<file path="config.mk">
export PLATFORM = sky130hd
export DESIGN_NAME = arith_seq_ctrl
export DESIGN_NICKNAME = d
export VERILOG_FILES = /design/src/rtl/arith_seq_pkg.sv /design/src/rtl/arith_seq_ctrl_mul_step_counter.sv /design/src/rtl/arith_seq_ctrl.sv
export SDC_FILE = /design/constraint.sdc
export NUM_CORES = 1
export LEC_CHECK = 0
export ABC_CLOCK_PERIOD_IN_PS = 4400
export CAP_MARGIN = 40
export CORE_ASPECT_RATIO = 1.4
export CORE_UTILIZATION = 56
export CTS_CLUSTER_DIAMETER = 80
export DETAILED_ROUTE_END_ITERATION = 8
export PLACE_DENSITY = 0.9
export SYNTH_ARGS = -nofsm -noshare
export SYNTH_HDL_FRONTEND = slang
export SYNTH_HIERARCHICAL = 1
export SYNTH_SLANG_ARGS = --single-unit
</file>
<file path="constraint.sdc">
create_clock -name clk -period 4.4 [get_ports clk]
set_clock_uncertainty 0.05 [all_clocks]
set_input_delay 0.66 -clock clk [delete_from_list [all_inputs] [get_ports clk]]
set_output_delay 0.66 -clock clk [all_outputs]
set_load 0.005 [all_outputs]
</file>
<file path="src/rtl/arith_seq_pkg.sv">
// Shared encodings for the arithmetic-unit micro-sequencer: op codes, FSM states,
// command strobe indices and the per-state command decode.
package arith_seq_pkg;

    localparam logic [1:0] OP_ADD = 2'b00;
    localparam logic [1:0] OP_SUB = 2'b01;
    localparam logic [1:0] OP_AND = 2'b10;
    localparam logic [1:0] OP_MUL = 2'b11;

    typedef logic [3:0] state_t;

    localparam state_t ST_IDLE  = 4'd0;
    localparam state_t ST_S1    = 4'd1;
    localparam state_t ST_S2    = 4'd2;
    localparam state_t ST_S3    = 4'd3;
    localparam state_t ST_S4    = 4'd4;
    localparam state_t ST_TEST  = 4'd5;
    localparam state_t ST_SHIFT = 4'd6;
    localparam state_t ST_FIN   = 4'd7;
    localparam state_t ST_DONE  = 4'd8;

    localparam int STB_CLEAR_B = 0;
    localparam int STB_NOT_A   = 1;
    localparam int STB_SUM     = 2;
    localparam int STB_AND     = 3;
    localparam int STB_SHIFT   = 4;
    localparam int STB_C2A     = 5;
    localparam int STB_B2C     = 6;
    localparam int NUM_STB     = 7;

    typedef logic [NUM_STB-1:0] cmd_t;

    // Command issued while sitting in a given state; TEST decides its own command.
    function automatic cmd_t cmd_for(input logic [1:0] op, input state_t st);
        cmd_t cmd;
        cmd = '0;
        case (st)
            ST_S1: cmd[STB_C2A] = 1'b1;
            ST_S2: begin
                case (op)
                    OP_ADD:  cmd[STB_SUM]   = 1'b1;
                    OP_SUB:  cmd[STB_NOT_A] = 1'b1;
                    default: cmd[STB_B2C]   = 1'b1;
                endcase
            end
            ST_S3: begin
                case (op)
                    OP_ADD:  cmd[STB_B2C]     = 1'b1;
                    OP_SUB:  cmd[STB_SUM]     = 1'b1;
                    OP_AND:  cmd[STB_AND]     = 1'b1;
                    default: cmd[STB_CLEAR_B] = 1'b1;
                endcase
            end
            ST_S4:    cmd[STB_B2C]   = 1'b1;
            ST_SHIFT: cmd[STB_SHIFT] = 1'b1;
            ST_FIN:   cmd[STB_B2C]   = 1'b1;
            default:  cmd = '0;
        endcase
        return cmd;
    endfunction

endpackage

</file>
<file path="src/rtl/arith_seq_ctrl_mul_step_counter.sv">
// Shift-step counter for the multiply loop: reload to zero at setup, count each
// shift, and flag the step whose shift is the last one.
module mul_step_counter #(
    parameter int CNT_W     = 5,
    parameter int MUL_STEPS = 30
) (
    input  logic clk,
    input  logic resetn,
    input  logic load,
    input  logic inc,
    output logic last
);

    localparam logic [CNT_W-1:0] LAST_VAL = CNT_W'(MUL_STEPS - 1);

    logic [CNT_W-1:0] count_reg;
    logic [CNT_W-1:0] count_next;

    always_comb begin
        count_next = count_reg;
        if (load) begin
            count_next = '0;
        end else if (inc) begin
            count_next = count_reg + CNT_W'(1);
        end
    end

    always_ff @(posedge clk or negedge resetn) begin
        if (!resetn) begin
            count_reg <= '0;
        end else begin
            count_reg <= count_next;
        end
    end

    assign last = (count_reg == LAST_VAL);

endmodule

</file>
<file path="src/rtl/arith_seq_ctrl.sv">
// Micro-sequencer issuing one arithmetic-unit command per cycle for ADD, SUB,
// AND and fractional MUL (high half of the product left in C).
module arith_seq_ctrl
    import arith_seq_pkg::*;
#(
    parameter int WIDTH     = 30,
    parameter int MUL_STEPS = WIDTH,
    parameter int CNT_W     = 5
) (
    input  logic       clk,
    input  logic       resetn,
    input  logic       start,
    input  logic [1:0] op_sel,
    input  logic       carry_out_from_au,
    input  logic       reg_b0_from_au,
    input  logic       reg_c30_from_au,
    output logic       do_clear_b,
    output logic       do_not_a,
    output logic       do_sum,
    output logic       do_and,
    output logic       do_right_shift_bc,
    output logic       do_move_c_to_a,
    output logic       do_move_b_to_c,
    output logic       busy,
    output logic       done,
    output logic       flag
);

    state_t     state_reg, state_next;
    logic [1:0] op_reg, op_next;
    cmd_t       cmd_reg, cmd_next;
    logic       busy_reg, done_reg, flag_reg, flag_next;
    logic       cnt_load, cnt_inc, cnt_last;
    logic       test_sum, test_shift;
    logic       unused_carry;

    assign unused_carry = carry_out_from_au;

    mul_step_counter #(
        .CNT_W     (CNT_W),
        .MUL_STEPS (MUL_STEPS)
    ) u_step_cnt (
        .clk    (clk),
        .resetn (resetn),
        .load   (cnt_load),
        .inc    (cnt_inc),
        .last   (cnt_last)
    );

    always_ff @(posedge clk or negedge resetn) begin
        if (!resetn) begin
            state_reg <= ST_IDLE;
            op_reg    <= OP_ADD;
            cmd_reg   <= '0;
            busy_reg  <= 1'b0;
            done_reg  <= 1'b0;
            flag_reg  <= 1'b0;
        end else begin
            state_reg <= state_next;
            op_reg    <= op_next;
            cmd_reg   <= cmd_next;
            busy_reg  <= (state_next != ST_IDLE);
            done_reg  <= (state_next == ST_DONE);
            flag_reg  <= flag_next;
        end
    end

    always_comb begin
        state_next = state_reg;
        op_next    = op_reg;
        case (state_reg)
            ST_IDLE: begin
                if (start) begin
                    state_next = ST_S1;
                    op_next    = op_sel;
                end
            end
            ST_S1: state_next = ST_S2;
            ST_S2: state_next = ST_S3;
            ST_S3: begin
                if (op_reg == OP_SUB) begin
                    state_next = ST_S4;
                end else if (op_reg == OP_MUL) begin
                    state_next = ST_TEST;
                end else begin
                    state_next = ST_DONE;
                end
            end
            ST_S4: state_next = ST_DONE;
            ST_TEST: begin
                if (reg_c30_from_au) begin
                    state_next = ST_SHIFT;
                end else if (cnt_last) begin
                    state_next = ST_FIN;
                end else begin
                    state_next = ST_TEST;
                end
            end
            ST_SHIFT: state_next = cnt_last ? ST_FIN : ST_TEST;
            ST_FIN:   state_next = ST_DONE;
            ST_DONE:  state_next = ST_IDLE;
            default:  state_next = ST_IDLE;
        endcase
    end

    // The multiplier bit only becomes visible after the previous shift lands, so
    // TEST chooses sum-or-shift in the same cycle to keep zero bits at one cycle each.
    always_comb begin
        cmd_next   = cmd_for(op_next, state_next);
        test_sum   = (state_reg == ST_TEST) && reg_c30_from_au;
        test_shift = (state_reg == ST_TEST) && !reg_c30_from_au;
        cnt_load   = (state_reg == ST_S3) && (op_reg == OP_MUL);
        cnt_inc    = (state_reg == ST_SHIFT) || test_shift;
        flag_next  = flag_reg;
        if ((state_reg == ST_IDLE) && start) begin
            flag_next = 1'b0;
        end else if ((state_reg == ST_S3) && (op_reg == OP_ADD)) begin
            flag_next = reg_b0_from_au;
        end else if ((state_reg == ST_S4) && (op_reg == OP_SUB)) begin
            flag_next = ~reg_b0_from_au;
        end
    end

    assign do_clear_b        = cmd_reg[STB_CLEAR_B];
    assign do_not_a          = cmd_reg[STB_NOT_A];
    assign do_sum            = cmd_reg[STB_SUM] | test_sum;
    assign do_and            = cmd_reg[STB_AND];
    assign do_right_shift_bc = cmd_reg[STB_SHIFT] | test_shift;
    assign do_move_c_to_a    = cmd_reg[STB_C2A];
    assign do_move_b_to_c    = cmd_reg[STB_B2C];
    assign busy              = busy_reg;
    assign done              = done_reg;
    assign flag              = flag_reg;

endmodule
</file>
==> run summary <==
The final design utilization came out at 0.706. The tools report the net count after synthesis as 116. By area the synthesized netlist is led by sky130_fd_sc_hd__dfrtp_1, sky130_fd_sc_hd__buf_6, sky130_fd_sc_hd__nor2_1. The worst setup path is launched from an input port. The maximum fanout along the worst path works out to 5. The average cell area after synthesis came out at 10.7 um2.

In the final design database the tool counted 132 nets. Setup repair after global routing left no endpoint under its margin. Dividing the detail-routed via count by the number of cells gives 5.94. At the worst endpoint, the arrival time is 2.05 ns. The tools report the number of design-rule violations left by the first detailed-router iteration as 11. The finished layout holds 141 standard cells, fillers aside.

Measured along the y axis, the die boundary spans 55.4 um. CTS placed an instance of sky130_fd_sc_hd__clkbuf_4 at the clock tree root. In this run the remaining antenna-violating nets after routing total 0. Routed wire length per instance: 14.8 um. Internal power comes to 0.486 mW.

The max-slew headroom at the worst pin was 0.654; the final total power was 0.788 mW. Count of input and output buffers: 16. The critical setup path kind was input port to primary output. The tools report the number of top-level pins as 18.

Summed over all nets, the half-perimeter wirelength after detailed placement is 1.59 mm. The complex-gate fraction of the synthesized area was 0.110. TritonCTS built the clock tree. The power dissipated by switching net loads was 0.302 mW; the pin count of the biggest net entering global routing was 12. The aggregate negative setup slack came out at 0 ns. Across all hold checks on the routed design, the worst slack comes to 0.558 ns. For the initial antenna violation count, the log shows 0.

The H-tree depth reported by CTS came out at 1. The logs give 1300 um2 for the final design instance area without fill and 0.448 for the register share of total power. The via count of the first global-routing pass was 910. Final critical-path required period: 2.76 ns.

The final worst setup slack was 1.64 ns. The starting density of the core was 0.617; the fraction of synthesized area in multiplexers was 0.0538. The simple logic cell fraction of the synthesized area works out to 0.275. The combinational family with the most area after synthesis was simple AND/OR/NAND/NOR gates. STA puts the critical path data required time at 3.69 ns. Final routed DRC violation total: 0. The run gives 0.117 as the proportion of power drawn by the clock network.

The logs give 0.237 for the global-route usage over all layers and 0 for the total setup violations reported at the end of the flow. The maximum count of clock buffers along a single path was 2. The logs give 0 for the count of antenna diodes in the layout and 0 for the number of gates resized after cts. In this run the cell area measured after placement is 1280 um2.

The synthesized netlist occupies a cell area of 1140 um2. The maximum clock frequency is 0.363 GHz. STA classifies the critical path endpoint as a primary output.

Max-cap violations in this run came to 0. The min-delay analysis places its worst path in the category register to register. After synthesis the netlist holds a flip-flop and latch count of 21.

The tools report the number of failing hold endpoints at the final stage as 0. The run gives 0 as the remaining global-route overflow. The leakage power of the design came out at 0.600 nW. The share of the yosys chip area belonging to registers was 0.462. Full die area: 2220 um2. Row generation in the floorplan step produced 18 rows. The clock latency on the worst-skew pair is 0.31 ns, and the clock transition at the registers of the reported paths is 0.10 ns.

The first TritonRoute pass finished after 2 iterations. The count of flip-flops with a built-in enable after synthesis is 0, and the post-placement worst setup slack is 1.66 ns. The period utilization was 0.626. The power per cell area is 605 nW/um2, and the number of buffers added to fix hold violations after cts is 0.

After filler insertion, the fill cell instance count of the layout stands at 140. In the synthesized netlist the dominant register cell turns out to be sky130_fd_sc_hd__dfrtp_1. The number of warnings issued by yosys was 6. At the end of routability-driven placement, the weighted congestion stood at 0.828. Cell type contributing the most total cell area after synthesis: sky130_fd_sc_hd__dfrtp_1. IR analysis of the VDD net gives a maximum drop of 0.351 mV.

The die is 40.1 um wide. The core region is 1850 um2. The synthesized-area fraction occupied by xor and xnor cells came out at 0.00769. Counting distinct cell types in the post-synthesis netlist gives 42. At the pin with the least slew margin, the transition time is 0.517 ns. The flip-flop count of the largest register, all copies and words added came out at 7. The first global-routing pass estimated 3.72 mm of wire.

The number of pins exceeding their max-slew limit in the final report came out at 0. The share of cells above drive strength 1 is 0.124, and the via count is 838. The post-synthesis share of cell area spent on full adders, half adders and majority gates was 0.0220; the number of setup buffers added after CTS was 0. The tools report the final wirelength as 2.09 mm. The flow ran to the end, and the final reports show no timing, DRC or antenna violations. The clock drives 21 sinks. The number of buffers created by CTS was 3; the combinational group share of total power was 0.435.

The number of placed cells counting well taps was 137; the portion of synthesized cell area occupied by the leading cell type was 0.462. Synthesis handed over a netlist of 106 instances. The fraction of registers with async set/reset works out to 1.00. Relative to the synthesized area, the layout overhead comes to 14.5%. The switching share of power came out at 0.383.
[cells in the mapped netlist, types with 2 or more instances]
cell type                  number
sky130_fd_sc_hd__nor2_1        11
sky130_fd_sc_hd__inv_1          6
sky130_fd_sc_hd__nor3_1         2
sky130_fd_sc_hd__and3_1         3
sky130_fd_sc_hd__o31ai_1        2
sky130_fd_sc_hd__mux2_4         2
sky130_fd_sc_hd__a21oi_1        5
sky130_fd_sc_hd__ha_1           2
sky130_fd_sc_hd__buf_6          4
sky130_fd_sc_hd__o21bai_1       2
sky130_fd_sc_hd__nand4_1        3
sky130_fd_sc_hd__mux2i_1        2
sky130_fd_sc_hd__nand2_1        5
sky130_fd_sc_hd__nor3b_1        2
sky130_fd_sc_hd__and4b_1        2
sky130_fd_sc_hd__nand2b_1       3
sky130_fd_sc_hd__nor2b_1        5
sky130_fd_sc_hd__dfrtp_1       21
[logic make-up (layout without fill, tap and decap cells)]
group           Yosys count  after routing
flops                    21             21
simple gates             48             48
mux                       5              5
fa+ha+maj                 2              2
buf+inv                  12             27
compound gates           17             17
xor+xnor                  1              1
[cells in the final DEF, fill, tap and decap left out, types with 2 or more instances in the layout]
cell type	n
sky130_fd_sc_hd__and3_1	3
sky130_fd_sc_hd__nor2_1	11
sky130_fd_sc_hd__dfrtp_1	21
sky130_fd_sc_hd__o21bai_1	2
sky130_fd_sc_hd__clkbuf_4	3
sky130_fd_sc_hd__inv_1	6
sky130_fd_sc_hd__nand4_1	3
sky130_fd_sc_hd__nor2b_1	5
sky130_fd_sc_hd__nand2_1	5
sky130_fd_sc_hd__nand2b_1	3
sky130_fd_sc_hd__nor3_1	2
sky130_fd_sc_hd__ha_1	2
sky130_fd_sc_hd__nor3b_1	2
sky130_fd_sc_hd__clkdlybuf4s50_1	16
sky130_fd_sc_hd__and4b_1	2
sky130_fd_sc_hd__mux2i_1	2
sky130_fd_sc_hd__a21oi_1	5
sky130_fd_sc_hd__mux2_4	2
sky130_fd_sc_hd__o31ai_1	2
[worst max-delay path, stage by stage]
cell	delay, ns
sky130_fd_sc_hd__clkdlybuf4s50_1	0.49
sky130_fd_sc_hd__and3_1	0.19
sky130_fd_sc_hd__or2_2	0.27
sky130_fd_sc_hd__clkdlybuf4s50_1	0.44
[power groups by stage]
stage                     clock network (mW)  logic (mW)  registers, mW
final                                 0.0920       0.343          0.353
after global routing                   0.101       0.388          0.366
after CTS                             0.0959       0.345          0.352
after detailed placement                   0       0.343          0.356
after global placement                     0       0.326          0.350
after floorplan                            0       0.309          0.302
[worst paths after layout]
check | from | end | slack (ns) | cells past startpoint
worst min register to register | u_step_cnt/count_reg[1] | u_step_cnt/count_reg[1] | 0.56 | 2
worst max register to register | u_step_cnt/count_reg[1] | cmd_reg[6] | 2.45 | 7
max in group asynchronous | resetn | u_step_cnt/count_reg[1] | 3.20 | 2
worst max-delay path | reg_c30_from_au | do_sum | 1.64 | 4
min in group asynchronous | resetn | busy | 0.63 | 1
worst min-delay path | u_step_cnt/count_reg[1] | u_step_cnt/count_reg[1] | 0.56 | 2
[routing by layer]
metal | part of all wire | track usage
met5 | 0 | 0
met4 | 0.030 | 0.143
met3 | 0.024 | 0.0442
met2 | 0.54 | 0.399
met1 | 0.40 | 0.247
[cell type report]
class / instances / area, um2 / area share
multi-input cells: 73 / 533 / 0.409
flip-flops and latches: 21 / 526 / 0.403
repair buffers: 17 / 171 / 0.131
clock buffers: 4 / 26.3 / 0.0202
well taps: 20 / 25.0 / 0.0192
inverters: 6 / 22.5 / 0.0173
Note: power is estimated with default switching activity, not from simulation.
